### config.mk
export PLATFORM = sky130hd
export DESIGN_NAME = alu_seq
export DESIGN_NICKNAME = d
export VERILOG_FILES = /design/src/rtl/alu_seq.sv
export SDC_FILE = /design/constraint.sdc
export NUM_CORES = 2
export LEC_CHECK = 0
export CORE_ASPECT_RATIO = 1.5
export CORE_MARGIN = 8
export CORE_UTILIZATION = 55
export CTS_BUF_LIST = sky130_fd_sc_hd__clkbuf_8 sky130_fd_sc_hd__clkbuf_16
export CTS_CLUSTER_DIAMETER = 120
export DETAILED_ROUTE_END_ITERATION = 16
export PLACE_DENSITY_LB_ADDON = 0.3
export SYNTH_ARGS = -nofsm -noshare
export SYNTH_HDL_FRONTEND = slang
export SYNTH_SLANG_ARGS = --single-unit
### constraint.sdc
create_clock -name clk -period 6.55 [get_ports clk]
set_input_delay 1.31 -clock clk [delete_from_list [all_inputs] [get_ports clk]]
set_output_delay 1.31 -clock clk [all_outputs]
set_load 0.05 [all_outputs]
### src/rtl/alu_seq.sv
// alu_seq: multi-cycle ALU with a serial restoring divider.
//   Single-cycle ops (logic, add/sub, shifts, multiply, NOT) and skip pass-through
//   finish one cycle after acceptance. DIV/MOD run one quotient bit per cycle,
//   then a sign-correction cycle, so their latency is WIDTH+2.
// Ports:
//   clk, reset       rising-edge clock, asynchronous active-high reset
//   start            request, sampled only while idle
//   a, b, opcode     operands and operation select (0..11, 12-15 yield 0)
//   skip             pass b to y regardless of opcode
//   sig              signed compare / divide
//   y, bga, bea      registered result and b>a / b==a flags, updated on done
//   busy, done       busy while an operation is in flight; done pulses one cycle
module alu_seq #(
   parameter int WIDTH = 32,
   parameter int SHW   = $clog2(WIDTH) + 1
) (
   input  logic             clk,
   input  logic             reset,
   input  logic             start,
   input  logic [WIDTH-1:0] a,
   input  logic [WIDTH-1:0] b,
   input  logic [3:0]       opcode,
   input  logic             skip,
   input  logic             sig,
   output logic [WIDTH-1:0] y,
   output logic             bga,
   output logic             bea,
   output logic             busy,
   output logic             done
);

   localparam logic [1:0] IDLE = 2'd0;
   localparam logic [1:0] DIV  = 2'd1;
   localparam logic [1:0] FIX  = 2'd2;
   localparam logic [1:0] DONE = 2'd3;
   localparam int CW = $clog2(WIDTH);

   logic [1:0]       state;
   logic [CW-1:0]    cnt;
   logic [WIDTH-1:0] rem, quo, dvs;
   logic             op_mod, neg_q, neg_r, dz, bga_r, bea_r;

   logic [SHW-1:0]   amt;
   logic             big;
   logic [WIDTH-1:0] alu_y, a_mag, b_mag, q_fix, r_fix;
   logic             bga_c, bea_c, is_div;
   logic [WIDTH:0]   rsh;
   logic [WIDTH+1:0] diff;

   // Single-cycle datapath, evaluated on the live inputs at acceptance.
   always_comb begin
      amt = b[SHW-1:0];
      big = amt >= SHW'(WIDTH);
      alu_y = '0;
      case (opcode)
         4'd0:  alu_y = a | b;
         4'd1:  alu_y = a & b;
         4'd2:  alu_y = a ^ b;
         4'd3:  alu_y = a + b;
         4'd4:  alu_y = a - b;
         4'd5:  alu_y = big ? '0 : a << amt;
         4'd6:  alu_y = big ? '0 : a >> amt;
         4'd7:  alu_y = a * b;
         4'd8:  alu_y = ~a;
         4'd11: alu_y = big ? {WIDTH{a[WIDTH-1]}} : WIDTH'($signed(a) >>> amt);
         default: alu_y = '0;
      endcase
      if (skip) alu_y = b;
   end

   assign bga_c  = sig ? ($signed(b) > $signed(a)) : (b > a);
   assign bea_c  = (a == b);
   assign is_div = !skip && (opcode == 4'd9 || opcode == 4'd10);
   assign a_mag  = (sig && a[WIDTH-1]) ? -a : a;
   assign b_mag  = (sig && b[WIDTH-1]) ? -b : b;

   // One restoring step: shift the next dividend bit into the partial
   // remainder and subtract the divisor if it fits (extra bit catches borrow).
   assign rsh  = {rem, quo[WIDTH-1]};
   assign diff = {1'b0, rsh} - {2'b0, dvs};

   // With a zero divisor every step "fits", so the remainder ends up as |a|
   // and sign correction restores a; only the quotient needs forcing.
   // MIN / -1 falls out naturally: |MIN| / 1 = MIN with no negation.
   assign q_fix = dz ? '1 : (neg_q ? -quo : quo);
   assign r_fix = neg_r ? -rem : rem;

   always_ff @(posedge clk or posedge reset) begin
      if (reset) begin
         state  <= IDLE;
         cnt    <= '0;
         rem    <= '0;
         quo    <= '0;
         dvs    <= '0;
         op_mod <= 1'b0;
         neg_q  <= 1'b0;
         neg_r  <= 1'b0;
         dz     <= 1'b0;
         bga_r  <= 1'b0;
         bea_r  <= 1'b0;
         y      <= '0;
         bga    <= 1'b0;
         bea    <= 1'b0;
      end else begin
         case (state)
            IDLE: if (start) begin
               if (is_div) begin
                  state  <= DIV;
                  cnt    <= '0;
                  rem    <= '0;
                  quo    <= a_mag;
                  dvs    <= b_mag;
                  op_mod <= (opcode == 4'd10);
                  neg_q  <= sig && (a[WIDTH-1] ^ b[WIDTH-1]);
                  neg_r  <= sig && a[WIDTH-1];
                  dz     <= (b == '0);
                  // flags held back so outputs only move on the done load
                  bga_r  <= bga_c;
                  bea_r  <= bea_c;
               end else begin
                  state <= DONE;
                  y     <= alu_y;
                  bga   <= bga_c;
                  bea   <= bea_c;
               end
            end
            DIV: begin
               if (!diff[WIDTH+1]) begin
                  rem <= diff[WIDTH-1:0];
                  quo <= {quo[WIDTH-2:0], 1'b1};
               end else begin
                  rem <= rsh[WIDTH-1:0];
                  quo <= {quo[WIDTH-2:0], 1'b0};
               end
               cnt <= cnt + CW'(1);
               if (cnt == CW'(WIDTH - 1)) state <= FIX;
            end
            FIX: begin
               state <= DONE;
               y     <= op_mod ? r_fix : q_fix;
               bga   <= bga_r;
               bea   <= bea_r;
            end
            default: state <= IDLE;  // DONE
         endcase
      end
   end

   assign busy = (state != IDLE);
   assign done = (state == DONE);

endmodule
==> run metrics <==
Clock Tree Root clkbuf_16; GRT overflow 0; status complete, but fails checks; post-synth top area cell fa_1; cell count after synthesis 4420; layout cells sized above 1 23.4%; largest family of logic cells by synthesized area adder cells; # setup viols final 23; die area 72500 µm²; max-slew violation count 0; count leader, synth nor2_1; fin util 70.3%; post-synthesis mux area share 5.49%; WP data required 6.93 ns; global-route wire length before repair 266 mm; Mapped Nets 5198; RSZ-0062 raised after global routing true; DRC Markers 0; antenna violations before repair 22; Clock Sinks 143; Worst setup SP type input port; Async S/R FF share, synth 100%; vias post-DR 39.5k; Worst-Margin Slew 1.41 ns; HP Class flip-flop to flip-flop; Max clock buf depth 3; period utilization 125%; Final Hold Viols 0; Worst Skew 0.0157 ns; Top FF cell, synth dfrtp_1; core area 63300 µm²; Initial Utilization 55.5%; failing checks setup timing; CTS tree yes; syn_area_per_cell 7.96 µm²; final WL 187 mm; DRT iter0 DRCs 5209; Post-Synth XOR/XNOR Area 5.70%; # rows 113; DR pass1 iterations 9; Die X 222 µm; Seq cells post-synth 143; critical path type input port to flip-flop; multi-input logic area 30200 µm²; Register Area 3580 µm²; Period minus WS final 8.16 ns; vias in the first global route 39.8k; Reg clk slew, reported paths around 0.07 ns; slew margin rel. around 4.7%; # nets final 5677; hpwl dp 142 mm; Max FO, Critical Path 4; DR WL/cell 32.8 µm; Synth top area share 23.4%; Worst Setup End Kind flip-flop; Cell variety after synth 85; share of the yosys chip area belonging to registers 10.2%; Total Routing Usage GR 50.1%; Layout area overhead 26.6%; H-tree levels 4; Post-Synthesis Cell Area 35200 µm²; setup ws final -1.61 ns; adder and majority gate portion of the synthesized area 33.8%; Hold Path Depth 1; Post-synth EDFFs 0; most frequent cells after synthesis 559 x nor2_1, 528 x inv_1, 443 x nand2_1; Simple-Gate Fraction of Synth Area 16.3%; Ports between 100 and 150; pin count of the biggest net entering global routing slightly below 100; clk_lat worst skew 0.50 ns; GP Congestion 1.13; DR vias/cell 6.90; total number of yosys warnings 0; Max Clk Rate between 0.1 and 0.15 GHz; count of input and output buffers 108; Max Cap Viol 0; post-route antenna net violation count 0; Critical Path AT 8.54 ns; Num CTS Buffers 25; DIE HEIGHT 326 µm; Register-to-Register Path Depth 11; Compound-Gate Fraction of Synth Area 19.5%; largest cells by area after synthesis fa_1 23%, ha_1 10%, dfrtp_1 10%, nor2_1 6.0%, inv_1 5.6%; Filler Cell Count 5014
[cell families (layout without fill, tap and decap cells)]
logic type      Yosys count  in the layout
simple gates           1330           1330
compound gates         1056           1056
buf+inv                 840           1324
fa+ha+maj               705            705
xor+xnor                229            229
flops                   143            143
mux                     117            117
other cells               0              9
[layer usage]
metal	routed length (µm)	track usage, %	part of all wire, %	vias to the layer above
met4	24800	50.7	13	20
met2	81500	77.2	43	3317
met3	23300	16.7	12	1318
li1	-	-	-	15948
met1	57600	52.2	31	18859
met5	124	0.537	0.066	-
[repair_timing]
item | in CTS | in global routing
setup endpoints to repair | 25 | 26
pin swaps | 199 | 98
hold buffers | 0 | 0
setup buffers | 80 | 25
gates resized for setup | 531 | 196
cloned | 2 | 0
[state kept, by name, indices dropped and copies added (netlist names)]
register,count
bea,1
bea_r,1
cnt,5
y,32
neg_q,1
dz,1
bga_r,1
quo,32
dvs,32
rem,32
state,2
neg_r,1
bga,1
op_mod,1
[per-stage QoR]
stage | hold WS (ns) | std cells | setup WS (ns) | TNS, ns | instance area (µm²)
global placement | 0.462 | 5586 | -2.71 | -50.22 | 40900
finish | 0.471 | 5718 | -1.61 | -25.24 | 44500
floorplan | 0.445 | 4420 | -1.91 | -27.94 | 35500
detailed placement | 0.467 | 5586 | -2.76 | -51.21 | 40900
global route | 0.488 | 5711 | -1.81 | -28.06 | 44500
CTS | 0.478 | 5691 | -1.47 | -20.81 | 43700
[worst paths after layout]
path                        start  endpoint  slack, ns
setup / recovery             a[0]     y[30]      -1.61
hold / removal               y[7]      y[7]       0.47
setup reg to reg           rem[8]     y[30]       2.35
hold reg to reg              y[7]      y[7]       0.47
max in group asynchronous   reset   dvs[29]       3.88
min in group asynchronous   reset  state[1]       1.34
[critical path, cell delays in order]
cell             delay (ns)
clkdlybuf4s50_1        0.47
buf_6                  0.18
nand2_1                0.12
fa_1                   0.49
inv_1                  0.05
fa_1                   0.39
fa_1                   0.53
inv_1                  0.06
fa_1                   0.49
inv_1                  0.06
ha_1                   0.29
ha_1                   0.30
fa_1                   0.50
fa_1                   0.45
ha_4                   0.30
o21ai_0                0.09
buf_4                  0.18
nor4_4                 0.28
nand2_1                0.09
o211ai_1               0.43
buf_4                  0.22
a2111oi_4              0.08
o31ai_2                0.35
a22oi_2                0.09
mux2i_1                0.22
a31oi_1                0.10
or3b_1                 0.38
[final cells by class]
| class | instances | share of cell area, % |
|---|---|---|
| Clock inverter | 5 | 0.0562 |
| Sequential cell | 143 | 8.04 |
| Clock buffer | 27 | 1.47 |
| Timing Repair inverter | 1 | 0.00843 |
| Multi-Input combinational cell | 3437 | 67.8 |
| Antenna cell | 9 | 0.0506 |
| Inverter | 547 | 4.95 |
| Tap cell | 805 | 2.26 |
| Timing Repair Buffer | 744 | 15.4 |
[layout by cell type (no fill, tap or decap), types with 21 or more instances in the layout]
master / netlist / final
o22ai_1: 60 / 57
mux4_2: 60 / 60
nand3_1: 65 / 63
or3_1: 22 / 21
inv_2: 1 / 36
o211ai_1: 25 / 25
a22oi_1: 28 / 27
ha_1: 294 / 253
nand2b_1: 29 / 28
nor2_2: 0 / 45
ha_4: 0 / 32
a31oi_1: 42 / 40
fa_1: 411 / 362
o31ai_1: 44 / 42
buf_6: 0 / 85
fa_2: 0 / 49
buf_4: 0 / 494
buf_8: 0 / 22
xnor2_1: 148 / 138
a221oi_1: 40 / 30
a211oi_1: 37 / 28
a21o_1: 32 / 31
mux2i_1: 49 / 48
dfrtp_1: 143 / 143
clkbuf_16: 0 / 25
a21oi_1: 270 / 247
nor3_1: 73 / 64
inv_1: 528 / 473
buf_12: 0 / 49
nor2_1: 559 / 490
clkdlybuf4s50_1: 0 / 58
nor2_4: 0 / 24
o21ai_0: 238 / 221
xor2_1: 81 / 80
nand2_1: 443 / 430
o21bai_1: 27 / 27
a22o_1: 26 / 26
Power is not shown: default switching activity piles up to over one toggle a cycle in this logic, so the estimate is an artifact.
